**config.mk**
```make
export PLATFORM = sky130hd
export DESIGN_NAME = hood_mode_scheduler
export DESIGN_NICKNAME = d
export VERILOG_FILES = /design/src/rtl/hood_pkg.sv /design/src/rtl/sec_countdown.sv /design/src/rtl/hood_mode_scheduler.sv
export SDC_FILE = /design/constraint.sdc
export NUM_CORES = 1
export LEC_CHECK = 0
export BUFFER_PORTS_ARGS = -buffer_cell sky130_fd_sc_hd__buf_2
export CORE_MARGIN = 3
export CORE_UTILIZATION = 45
export CTS_CLUSTER_SIZE = 25
export DETAILED_ROUTE_END_ITERATION = 10
export GPL_TIMING_DRIVEN = 0
export MAX_ROUTING_LAYER = met4
export PLACE_DENSITY = 0.75
export SLEW_MARGIN = 10
export SYNTH_ARGS = -nofsm -noshare
export SYNTH_HDL_FRONTEND = slang
export SYNTH_SLANG_ARGS = --single-unit
```
**constraint.sdc**
```tcl
create_clock -name clk -period 2.1 [get_ports clk]
set_input_delay 0.105 -clock clk [delete_from_list [all_inputs] [get_ports clk]]
set_output_delay 0.105 -clock clk [all_outputs]
set_load 0.01 [all_outputs]
```
**src/rtl/hood_pkg.sv**
```systemverilog
// Purpose: shared mode codes, state enum, LED bit positions and default durations for the hood scheduler.
// Latency: n/a (declarations only).
// Backpressure: n/a.
package hood_pkg;

  // Mode codes as seen on mode_state
  localparam logic [2:0] MODE_STANDBY = 3'b000;
  localparam logic [2:0] MODE_L1      = 3'b001;
  localparam logic [2:0] MODE_L2      = 3'b010;
  localparam logic [2:0] MODE_L3      = 3'b011;
  localparam logic [2:0] MODE_CLEAN   = 3'b100;
  localparam logic [2:0] MODE_EXIT    = 3'b101;

  // State encoding equals the external mode code so mode_state is the state register itself
  typedef enum logic [2:0] {
    ST_STANDBY    = MODE_STANDBY,
    ST_MODE1      = MODE_L1,
    ST_MODE2      = MODE_L2,
    ST_MODE3      = MODE_L3,
    ST_CLEAN      = MODE_CLEAN,
    ST_EXIT_DELAY = MODE_EXIT
  } state_t;

  // LED bit positions
  localparam int LED_L1    = 0;
  localparam int LED_L2    = 1;
  localparam int LED_L3    = 2;
  localparam int LED_CLEAN = 3;
  localparam int LED_ARMED = 4;

  // Default durations in seconds (valid range 1..255)
  localparam int unsigned DEF_HURRICANE_SEC  = 60;
  localparam int unsigned DEF_EXIT_DELAY_SEC = 60;
  localparam int unsigned DEF_CLEAN_SEC      = 180;

  // States in which the shared countdown is live and ticks matter
  function automatic logic is_timed(input state_t s);
    return (s == ST_MODE3) || (s == ST_EXIT_DELAY) || (s == ST_CLEAN);
  endfunction

endpackage

```
**src/rtl/sec_countdown.sv**
```systemverilog
// Purpose: 8-bit seconds down-counter with synchronous load; flags the tick that takes it from 1 to 0.
// Latency: load/decrement visible one cycle after the edge; expire is combinational from value and tick.
// Backpressure: none; load has priority over tick, and the count saturates at 0.
module sec_countdown (
  input  logic       clk,
  input  logic       rst,
  input  logic       load,
  input  logic [7:0] load_val,
  input  logic       tick,
  output logic [7:0] value,
  output logic       expire
);

  // The owner gives a coincident load priority over expiry, so expire only looks at tick and value
  assign expire = tick && (value == 8'd1);

  // Load wins over tick; decrement never goes below zero
  always_ff @(posedge clk or negedge rst) begin
    if (!rst) begin
      value <= 8'd0;
    end else if (load) begin
      value <= load_val;
    end else if (tick && (value != 8'd0)) begin
      value <= value - 8'd1;
    end
  end

endmodule

```
**src/rtl/hood_mode_scheduler.sv**
```systemverilog
// Purpose: kitchen-hood mode sequencer (menu arming, one-shot hurricane with timed fallback, exit delay, self-clean).
// Latency: one cycle from a sampled button/tick to mode_state and remaining_sec; led is combinational from state.
// Backpressure: none; inputs are single-cycle pulses, simultaneous events resolved by fixed priority.
module hood_mode_scheduler
  import hood_pkg::*;
#(
  parameter int unsigned HURRICANE_SEC  = DEF_HURRICANE_SEC,
  parameter int unsigned EXIT_DELAY_SEC = DEF_EXIT_DELAY_SEC,
  parameter int unsigned CLEAN_SEC      = DEF_CLEAN_SEC
) (
  input  logic       clk,
  input  logic       rst,
  input  logic       machine_on,
  input  logic       tick_1hz,
  input  logic       menu_btn,
  input  logic       mode1_btn,
  input  logic       mode2_btn,
  input  logic       mode3_btn,
  input  logic       clean_btn,
  output logic [2:0] mode_state,
  output logic [7:0] remaining_sec,
  output logic       hurricane_used,
  output logic       clean_done,
  output logic [4:0] led
);

  localparam logic [7:0] HURRICANE_LD = 8'(HURRICANE_SEC);
  localparam logic [7:0] EXIT_LD      = 8'(EXIT_DELAY_SEC);
  localparam logic [7:0] CLEAN_LD     = 8'(CLEAN_SEC);

  state_t     state, state_nxt;
  logic       menu_armed, armed_nxt;
  logic       hurr_nxt;
  logic       done_nxt;
  logic       cnt_load;
  logic [7:0] cnt_load_val;
  logic       cnt_tick;
  logic       cnt_expire;

  // Ticks only reach the counter while a timed state owns it
  assign cnt_tick = tick_1hz && is_timed(state);

  sec_countdown u_cnt (
    .clk      (clk),
    .rst      (rst),
    .load     (cnt_load),
    .load_val (cnt_load_val),
    .tick     (cnt_tick),
    .value    (remaining_sec),
    .expire   (cnt_expire)
  );

  assign mode_state = state;

  // Register state, arm flag, hurricane latch and the completion pulse
  always_ff @(posedge clk or negedge rst) begin
    if (!rst) begin
      state          <= ST_STANDBY;
      menu_armed     <= 1'b0;
      hurricane_used <= 1'b0;
      clean_done     <= 1'b0;
    end else begin
      state          <= state_nxt;
      menu_armed     <= armed_nxt;
      hurricane_used <= hurr_nxt;
      clean_done     <= done_nxt;
    end
  end

  // Next-state decode: power-off first, then buttons in priority order, then timer expiry
  always_comb begin
    state_nxt    = state;
    armed_nxt    = 1'b0;
    hurr_nxt     = hurricane_used;
    done_nxt     = 1'b0;
    cnt_load     = 1'b0;
    cnt_load_val = 8'd0;

    if (!machine_on) begin
      // Power-off wipes the timer and the hurricane allowance without a clean_done pulse
      state_nxt    = ST_STANDBY;
      hurr_nxt     = 1'b0;
      cnt_load     = 1'b1;
      cnt_load_val = 8'd0;
    end else begin
      case (state)
        ST_STANDBY: begin
          armed_nxt = menu_armed;
          if (menu_btn) begin
            armed_nxt = !menu_armed;
          end else if (menu_armed) begin
            if (mode1_btn) begin
              state_nxt = ST_MODE1;
              armed_nxt = 1'b0;
            end else if (mode2_btn) begin
              state_nxt = ST_MODE2;
              armed_nxt = 1'b0;
            end else if (mode3_btn && !hurricane_used) begin
              state_nxt    = ST_MODE3;
              armed_nxt    = 1'b0;
              hurr_nxt     = 1'b1;
              cnt_load     = 1'b1;
              cnt_load_val = HURRICANE_LD;
            end else if (clean_btn) begin
              state_nxt    = ST_CLEAN;
              armed_nxt    = 1'b0;
              cnt_load     = 1'b1;
              cnt_load_val = CLEAN_LD;
            end
          end
        end

        ST_MODE1, ST_MODE2: begin
          if (menu_btn) begin
            state_nxt = ST_STANDBY;
          end else if (mode1_btn) begin
            state_nxt = ST_MODE1;
          end else if (mode2_btn) begin
            state_nxt = ST_MODE2;
          end else if (mode3_btn && !hurricane_used) begin
            state_nxt    = ST_MODE3;
            hurr_nxt     = 1'b1;
            cnt_load     = 1'b1;
            cnt_load_val = HURRICANE_LD;
          end
        end

        ST_MODE3: begin
          // Menu beats a coincident tick: the exit delay loads in full
          if (menu_btn) begin
            state_nxt    = ST_EXIT_DELAY;
            cnt_load     = 1'b1;
            cnt_load_val = EXIT_LD;
          end else if (cnt_expire) begin
            state_nxt = ST_MODE2;
          end
        end

        ST_EXIT_DELAY: begin
          if (cnt_expire) begin
            state_nxt = ST_STANDBY;
          end
        end

        ST_CLEAN: begin
          if (cnt_expire) begin
            state_nxt = ST_STANDBY;
            done_nxt  = 1'b1;
          end
        end

        default: begin
          state_nxt    = ST_STANDBY;
          cnt_load     = 1'b1;
          cnt_load_val = 8'd0;
        end
      endcase
    end
  end

  // LED map: one-hot mode bits, L2 lamp also during exit delay, armed lamp from the flag
  always_comb begin
    led = 5'b00000;
    case (state)
      ST_MODE1:      led[LED_L1]    = 1'b1;
      ST_MODE2:      led[LED_L2]    = 1'b1;
      ST_EXIT_DELAY: led[LED_L2]    = 1'b1;
      ST_MODE3:      led[LED_L3]    = 1'b1;
      ST_CLEAN:      led[LED_CLEAN] = 1'b1;
      default:       led            = 5'b00000;
    endcase
    led[LED_ARMED] = menu_armed;
  end

endmodule

```
==> flow_summary_export.csv <==
group,metric,value,unit
power,p_leak,0.637,nW
die,fp-row-count,17,
sta,tns,0,ns
cells_and_area,fin_nets,174,
synth,synth_ff_type,"dfrtp_1",
clock_network,root_buffer,"clkbuf_4",
setup_path,crit_required,2.28,ns
routing,antenna_left,0,
synth,async_flop_share,1.00,
sta,setup_violations,0,
die,die_x,57.2,um
clock_network,postCtsSetupRepairBufs,0,
clock_network,cts_buffer_depth,2,
die,core-area,2340,um^2
place,pre_cts_slack,0.290,ns
synth,synthAdderAreaFrac,0.0298,
synth,synth_cell_type_count,58,
setup_path,cp-start-kind,"register",
synth,synth_top_family_by_area,"compound AO/OA/AOI/OAI gates",
die,initial_core_util,0.503,
cells_and_area,final_util,0.588,
global_route,grt.total_usage,0.199,
global_route,grt_pass1_vias,1179,
cells_and_area,final_cell_area,1380,um^2
global_route,gr-total-overflow,0,
synth,synth.largest_area_cell,"dfrtp_1",
synth,synth_edf_count,0,
synth,yosys-top-cells-count,"dfrtp_1, nor2_1, a21oi_1, nand2_1, inv_1",
clock_network,clk_latency,0.28,ns
routing,wl_met1,1220,um
clock_network,path_clk_slew,0.09,ns
synth,synth-compound-area-share,0.289,
routing,wl,2990,um
place,gp_congestion,0.926,
setup_path,path_delay_family,"simple AND/OR/NAND/NOR gates",
sta,hold_ws,0.128,ns
die,die_area,3270,um^2
synth,yosysTopAreaCellShare,0.298,
power,p_total,1.17,mW
global_route,grt_max_degree,15,
clock_network,cts_sinks,14,
sta,max_slew_margin,0.523,
synth,synthMuxAreaShare,0.00956,
place,post-place-cells,185,
setup_path,slowest_delay,0.62,ns
synth,yosys.area_share.simple,0.283,
routing,wl_met3,206,um
worst_hold_path,hold_path_class,"primary input to register",
cells_and_area,antenna-diode-count,0,
place,dp_hpwl,2280,um
synth,synth.most_common_cell,"dfrtp_1",
cells_and_area,area_delta_synth_final,16.8,%
setup_path,crit_arrival,2.01,ns
die,ios,27,
synth,yosys_warnings,0,
clock_network,cts_buffers,3,
setup_path,path_cells,"nor2_1 -> nor4b_1 -> a41o_1 -> o2bb2a_4",
clock_network,cts_max_level,1,
synth,ys_top_cells_by_area,"dfrtp_1, nor2_1, a21oi_1",
setup_path,cp_max_fo,4,
cells_and_area,drive_above_1_share,0.304,
routing,drc_errors,0,
global_route,grt_first_pass_wirelength,5180,um
sta,finClkSkew,0.00598,ns
job,drv_cap,0,
synth,synthXorXnorAreaFrac,0.0149,
sta,post-route-min-period,1.83,ns
place,port_buffers,26,
die,die_h,57.2,um
place,dpl_cell_area,1340,um^2
sta,setup_ws,0.269,ns
setup_path,cp_slowest_cell,"nor4b_1",
synth,synth_nets,142,
clock_network,cts_tree,"yes",
routing,highest_layer,"met4",
setup_path,crit_buf_inv,0,
power,powerDensity,848,nW/um^2
cells_and_area,instances_no_fill,189,
synth,ys_ff_latch,14,
routing,met2_length,1530,um
synth,yosysSeqAreaShare,0.298,
power,peakVddDrop,0.000600,V
routing,wl_per_cell,15.8,um
routing,viasPerCell,6.21,
sta,post-route-period-util,0.872,
sta,rsz0062_at_grt,"no",
run_status,status,"complete, no violations",
routing,firstDrtPassIters,4,
synth,avgSynthCellArea,8.99,um^2
synth,syn_area,1180,um^2
global_route,antenna_found_initial,0,
routing,first_iter_violations,23,
synth,syn_inst,131,
sta,worst_slew_pin_slew,0.706,ns
sta,slew_violations,0,
routing,vias,1174,
setup_path,endpoint_kind,"register",
setup_path,critPathKind,"register to register",
sta,hold_violations,0,
sta,max_freq,0.546,GHz
==> path summary, 6_finish.rpt <==
kind	startpoint	endpoint	slack, ns	cells after the start
worst max-delay path	u_cnt.value[3]	u_cnt.value[7]	0.27	4
worst min-delay path	machine_on	hurricane_used	0.13	2
worst max register to register	u_cnt.value[3]	u_cnt.value[7]	0.27	4
worst min register to register	hurricane_used	hurricane_used	0.56	1
max in group asynchronous	rst	u_cnt.value[7]	1.60	2
min in group asynchronous	rst	u_cnt.value[0]	0.25	2
==> report_power, final <==
group	switching, mW	leakage (nW)	internal (mW)
Sequential	0.0506	0.189	0.313
Clock	0.0921	0.0138	0.0665
Combinational	0.366	0.434	0.278
==> cell families (layout without fill, tap and decap cells) <==
kind of cell,count (synthesis),count (layout)
compound gates,40,40
xor+xnor,2,2
fa+ha+maj,3,3
buf+inv,16,46
flops,14,14
mux,1,1
simple gates,55,55
==> area by class of cell <==
cell class / instances / area (um^2)
multi-input cells: 101 / 737
inverters: 8 / 30.0
flip-flops and latches: 14 / 350
repair buffers: 27 / 140
plain buffers: 8 / 60.1
fillers: 236 / 965
clock buffers: 3 / 22.5
well taps: 28 / 35.0
==> state kept, by name (all words and copies together) (netlist names) <==
signal          count
clean_done          1
hurricane_used      1
menu_armed          1
mode_state          3
u_cnt.value         8
==> layer usage <==
layer | track usage | vias to the layer above
met2 | 0.338 | 54
li1 | - | 552
met4 | 0.0795 | 0
met1 | 0.237 | 562
met5 | - | -
met3 | 0.0249 | 6
==> layout by cell type, fill, tap and decap left out, types with 2 or more instances in the layout <==
cell type / netlist / layout
a21boi_0: 2 / 2
a21oi_1: 8 / 8
and2_1: 3 / 3
and3_1: 3 / 3
buf_2: 3 / 29
buf_6: 3 / 3
clkbuf_4: 0 / 3
dfrtp_1: 14 / 14
ha_1: 2 / 2
inv_1: 7 / 7
nand2_1: 8 / 8
nand2b_1: 4 / 4
nand4_1: 4 / 4
nor2_1: 12 / 12
nor2b_1: 2 / 2
nor3_1: 6 / 6
nor3b_1: 2 / 2
o21ai_0: 2 / 2
o22a_1: 2 / 2
o22ai_1: 4 / 4
o2bb2ai_1: 2 / 2
==> repair_timing <==
| action | 4_1_cts | 5_1_grt |
|---|---|---|
| gates resized for setup | 0 | 0 |
| endpoints found under the hold margin | 14 | 0 |
| hold buffers | 1 | 0 |
Note: power is estimated with default switching activity, not from simulation.
